[src/rtl/hls_result_streamer.sv]
// Bridge from an HLS ap_fifo write port to a Xillybus host read stream.
// Results pass through a circular FIFO. A frame of FRAME_WORDS words ends in a drain phase, then eof.
module hls_result_streamer #(
    parameter int DATA_W      = 32,
    parameter int ADDR_W      = 4,
    parameter int FRAME_WORDS = 64
) (
    input  logic              bus_clk,
    input  logic              rst_n,
    input  logic              user_r_open,
    input  logic [DATA_W-1:0] hls_din,
    input  logic              hls_write,
    output logic              hls_full_n,
    input  logic              user_r_rden,
    output logic              user_r_empty,
    output logic [DATA_W-1:0] user_r_data,
    output logic              user_r_eof,
    output logic [15:0]       words_out,
    output logic              err_ovf,
    output logic              err_unf
);

    localparam int DEPTH = 2 ** ADDR_W;
    localparam logic [ADDR_W:0] FULL_CNT = (ADDR_W + 1)'(DEPTH);

    typedef enum logic [1:0] {
        S_IDLE,
        S_STREAM,
        S_DRAIN,
        S_EOF
    } state_t;

    state_t            state_reg, state_next;
    logic [DATA_W-1:0] mem [DEPTH];
    logic [ADDR_W-1:0] wr_ptr_reg, rd_ptr_reg;
    logic [ADDR_W:0]   count_reg, count_next;
    logic [31:0]       in_cnt_reg;
    logic [15:0]       words_out_reg;
    logic [DATA_W-1:0] data_reg;
    logic              err_ovf_reg, err_unf_reg;
    logic              full_n_int, empty_int;
    logic              write_ok, read_ok, frame_done;

    // Handshake flags come only from registered state so no input reaches them combinationally.
    assign full_n_int = (state_reg == S_STREAM) && (count_reg != FULL_CNT);
    assign empty_int  = (count_reg == '0) || (state_reg == S_IDLE) || (state_reg == S_EOF);

    assign write_ok = hls_write & full_n_int;
    assign read_ok  = user_r_rden & ~empty_int;

    generate
        if (FRAME_WORDS == 0) begin : g_continuous
            assign frame_done = 1'b0;
        end else begin : g_framed
            assign frame_done = (in_cnt_reg == 32'(FRAME_WORDS - 1));
        end
    endgenerate

    always_comb begin
        count_next = count_reg;
        if (write_ok && !read_ok) begin
            count_next = count_reg + 1'b1;
        end else if (!write_ok && read_ok) begin
            count_next = count_reg - 1'b1;
        end
    end

    always_comb begin
        state_next = state_reg;
        case (state_reg)
            S_IDLE:   if (user_r_open) state_next = S_STREAM;
            S_STREAM: if (write_ok && frame_done) state_next = S_DRAIN;
            // Move to EOF on the read that empties the FIFO, so eof follows the last word directly.
            S_DRAIN:  if (count_next == '0) state_next = S_EOF;
            S_EOF:    state_next = S_EOF;
            default:  state_next = S_IDLE;
        endcase
        if (!user_r_open) begin
            state_next = S_IDLE;
        end
    end

    always_ff @(posedge bus_clk) begin
        if (write_ok) begin
            mem[wr_ptr_reg] <= hls_din;
        end
    end

    always_ff @(posedge bus_clk) begin
        if (!rst_n) begin
            state_reg     <= S_IDLE;
            wr_ptr_reg    <= '0;
            rd_ptr_reg    <= '0;
            count_reg     <= '0;
            in_cnt_reg    <= '0;
            words_out_reg <= '0;
            data_reg      <= '0;
            err_ovf_reg   <= 1'b0;
            err_unf_reg   <= 1'b0;
        end else begin
            state_reg <= state_next;
            if (hls_write && !full_n_int) begin
                err_ovf_reg <= 1'b1;
            end
            if (user_r_rden && empty_int) begin
                err_unf_reg <= 1'b1;
            end
            if (read_ok) begin
                data_reg <= mem[rd_ptr_reg];
            end
            // A closed device file keeps everything flushed; errors and last data survive.
            if (!user_r_open || state_reg == S_IDLE) begin
                wr_ptr_reg    <= '0;
                rd_ptr_reg    <= '0;
                count_reg     <= '0;
                in_cnt_reg    <= '0;
                words_out_reg <= '0;
            end else begin
                count_reg <= count_next;
                if (write_ok) begin
                    wr_ptr_reg <= wr_ptr_reg + 1'b1;
                    in_cnt_reg <= in_cnt_reg + 1'b1;
                end
                if (read_ok) begin
                    rd_ptr_reg <= rd_ptr_reg + 1'b1;
                    if (words_out_reg != 16'hFFFF) begin
                        words_out_reg <= words_out_reg + 1'b1;
                    end
                end
            end
        end
    end

    assign hls_full_n   = full_n_int;
    assign user_r_empty = empty_int;
    assign user_r_eof   = (state_reg == S_EOF);
    assign user_r_data  = data_reg;
    assign words_out    = words_out_reg;
    assign err_ovf      = err_ovf_reg;
    assign err_unf      = err_unf_reg;

endmodule

[config.mk]
export PLATFORM = sky130hd
export DESIGN_NAME = hls_result_streamer
export DESIGN_NICKNAME = d
export VERILOG_FILES = /design/src/rtl/hls_result_streamer.sv
export SDC_FILE = /design/constraint.sdc
export NUM_CORES = 1
export LEC_CHECK = 0
export BUFFER_PORTS_ARGS = -buffer_cell sky130_fd_sc_hd__buf_2
export CORE_ASPECT_RATIO = 1.25
export CORE_MARGIN = 4
export CORE_UTILIZATION = 40
export DETAILED_ROUTE_END_ITERATION = 8
export GPL_TIMING_DRIVEN = 0
export PLACE_DENSITY = 0.68
export RECOVER_POWER = 25
export SLEW_MARGIN = 20
export SYNTH_ARGS = -nofsm -noshare
export SYNTH_HDL_FRONTEND = slang
export SYNTH_SLANG_ARGS = --single-unit
[constraint.sdc]
create_clock -name bus_clk -period 11.5 [get_ports bus_clk]
set_clock_uncertainty 0.15 [all_clocks]
set_input_delay 0.575 -clock bus_clk [delete_from_list [all_inputs] [get_ports bus_clk]]
set_output_delay 0.575 -clock bus_clk [all_outputs]
set_load 0.01 [all_outputs]
==> metrics.md <==
| Metric | Value |
|---|---|
| Final RePlAce weighted congestion | `0.776` |
| CP max stage cell | `dfxtp_1` |
| Final cycle utilization of the critical path | `0.306` |
| Area grow syn2layout | `17.1%` |
| Vias in the first global route | `between 10,000 and 15,000` |
| Root Buffer | `clkbuf_16` |
| TNS Setup | `0 ps` |
| Number of synthesized flops with an enable pin | `~510` |
| DRT Wirelength | `roughly 52,000 microns` |
| Data arrival time of the worst path | `3670 ps` |
| RSZ-0062 raised after global routing | `false` |
| Critical path type | `flip-flop to flip-flop` |
| DRT iter0 DRCs | `approximately 1,100` |
| Syn nets | `roughly 1,300` |
| Share of cells above drive strength 1 | `0.272` |
| Element type at the critical path start | `flip-flop` |
| Multi-input gate area | `around 0.006 sq mm` |
| Fin. Hold Viols | `0` |
| Leak | `8.63 nW` |
| Status | `complete, no violations` |
| Relative slew margins | `0.316` |
| Final hold slack | `approximately 91 ps` |
| Worst-Margin Slew | `a little over 1000 ps` |
| Hold Path Class | `primary input to flip-flop` |
| Die ar. | `between 0.06 and 0.07 sq mm` |
| PD cells | `160 mW/mm^2` |
| Clock sink count | `609` |
| Max reg flops | `about 500` |
| Tmin final | `approximately 3500 ps` |
| Num CTS Buffers | `59` |
| Commonest non-fill, non-tap cell in the layout | `edfxtp_1` |
| Main synth FF type | `edfxtp_1` |
| Distinct cell type count after synthesis | `48` |
| Crit path max fanout | `10` |
| Post-synthesis sequential area ratio | `0.734` |
| Drt drc | `0` |
| DIE WIDTH | `around 230 microns` |
| Antenna fix cells | `0` |
| Buffers on Ports | `88` |
| VDD IR-drop max | `0.000153 V` |
| DR vias | `approximately 12,000` |
| CTS tree | `done` |
| Core Region | `just under 0.06 sq mm` |
| CP top delay family | `buffers and inverters` |
| Largest net degree at the start of global routing | `19` |
| Data required time at the worst endpoint | `roughly 12,000 ps` |
| PostCTS Resize Cnt | `0` |
| Fill count | `roughly 4,800` |
| Via density | `5.46` |
| Setup Buffers After CTS | `0` |
| Slew Limit Fails | `0` |
| Max clock buf depth | `3` |
| Buf/Inv on CP | `6` |
| Clock Pin Slew Worst Setup and Hold Paths | `around 60 ps` |
| Post-Syn Area per Cell | `19.2 sq um` |
| Post-Place Setup Slack | `around 8000 ps` |
| DRT Pass-1 Iters | `5` |
| Post-route ant nets | `0` |
| Detail Placement HPWL | `33,900 microns` |
| Async S/R FF share, synth | `0` |
| Max H-tree Level | `2` |
| GRT Total Usage | `0.166` |
| Seq cells post-synth | `between 600 and 700` |
| IO Count | `90` |
| Util after Layout | `0.474` |
| Critical Path Max Stage Delay | `about 450 ps` |
| Most frequent cells in the layout | `edfxtp_1, mux4_2, dfxtp_1` |
| Die span in y | `around 280 microns` |
| Syn Inst Count | `about 1,200` |
| Fmax achieved | `~280 MHz` |
| Sequential cell area | `between 0.015 and 0.02 sq mm` |
| Wire per inst | `about 24 microns` |
| Cell Rows | `a little under 100` |
| Fin nets | `1,462` |
| Initial antenna violation count | `2` |
| Hold Buf Count CTS | `0` |
| Initial core utilization | `0.404` |
| First-pass GRT wire length | `~80,000 microns` |
| Cell area after synthesis | `~0.024 sq mm` |
| Count of warnings emitted by yosys | `0` |
| Clk_lat worst skew | `610 ps` |
| Crit. End Element | `flip-flop` |
| Final setup violation count | `0` |
| Count of max-cap constraint violations | `0` |
| Slack of the critical path | `7990 ps` |
| GRT Residual Overflow | `0` |
| Worst-path cell chain | `inv_1 -> ha_1 -> nor4bb_1 -> buf_6 -> nor2_1 -> buf_1 -> nand2_1 -> nor3_2 -> buf_4 -> buf_6 -> buf_4` |
## Yosys cell counts, types with 2 or more instances
master    count  area (sq um)
and3_1        5          31.3
nor4_1        6          37.5
xor2_1       36           315
o21ai_0       5          25.0
edfxtp_1    512         15400
a21oi_1      11          55.1
nor4_2        2          25.0
inv_1         6          22.5
mux4_2      160          3600
or3_1         4          25.0
nor2b_1       2          12.5
nand2_1      96           360
nand2b_1      4          25.0
nor3_1        9          45.0
mux2i_1       4          40.0
clkbuf_1     30           113
buf_4        10          75.1
buf_1        10          37.5
nor2_1       78           293
and2_1        3          18.8
and4_1        5          43.8
o211ai_1      2          15.0
nand3_1      19          95.1
ha_1         10           125
buf_6         5          56.3
a21boi_1     32           240
nand4_1      21           131
xnor2_1      18           158
buf_2         8          40.0
a31oi_1       3          18.8
dfxtp_1      97          1940
a211oi_1      2          15.0
or4_1         2          15.0
## worst min-delay path, stage by stage
cell and delay [ps]:
buf_2 110, nand3b_1 80, a31oi_1 40
## path summary, 6_finish.rpt
path | from | end | slack (ps) | depth (start not counted)
max | count_reg[0] | mem[1][14] | 7990 | 11
min | user_r_open | state_reg[0] | 90 | 3
min reg2reg | user_r_data[22] | user_r_data[22] | 300 | 2
max reg2reg | count_reg[0] | mem[1][14] | 7990 | 11
## layout make-up
cell class	instances	area share
inverter	6	0.000815
multi-input combinational	554	0.219
sequential	609	0.627
timing repair buffer	122	0.0346
tap	757	0.0343
clock inverter	23	0.00969
clock buffer	88	0.0633
buffer	63	0.0117
## power breakdown
group          switching, mW  internal (mW)
clock network          0.811           1.17
registers            0.00115           2.39
logic                 0.0392         0.0144
total                  0.851           3.57
## cells by family after synthesis
logic type,after synthesis,share of synthesized area
compound gates,58,0.0167
xor+xnor,55,0.0207
fa+ha+maj,10,0.00530
buf+inv,69,0.0146
flops,609,0.734
mux,164,0.154
simple gates,267,0.0544
## metrics by stage
step                      power, mW  area [sq um]  cells
after global placement         2.49         25000   2077
final                          4.43         27600   2222
after CTS                      4.47         27700   2222
after floorplan                2.46         23600   1232
after global routing           4.57         27600   2222
after detailed placement       2.50         25600   2111
## routing by layer
layer / share of wire / wire length [microns] / GRT usage / vias to the layer above
met3: 0.070 / 3670 / 0.0362 / 82
met2: 0.51 / 26500 / 0.280 / 441
met5: 0.00025 / 13 / 0 / -
met4: 0.020 / 1030 / 0.0389 / 2
li1: - / - / - / 5282
met1: 0.40 / 21200 / 0.224 / 6329
Note: power is estimated with default switching activity, not from simulation.
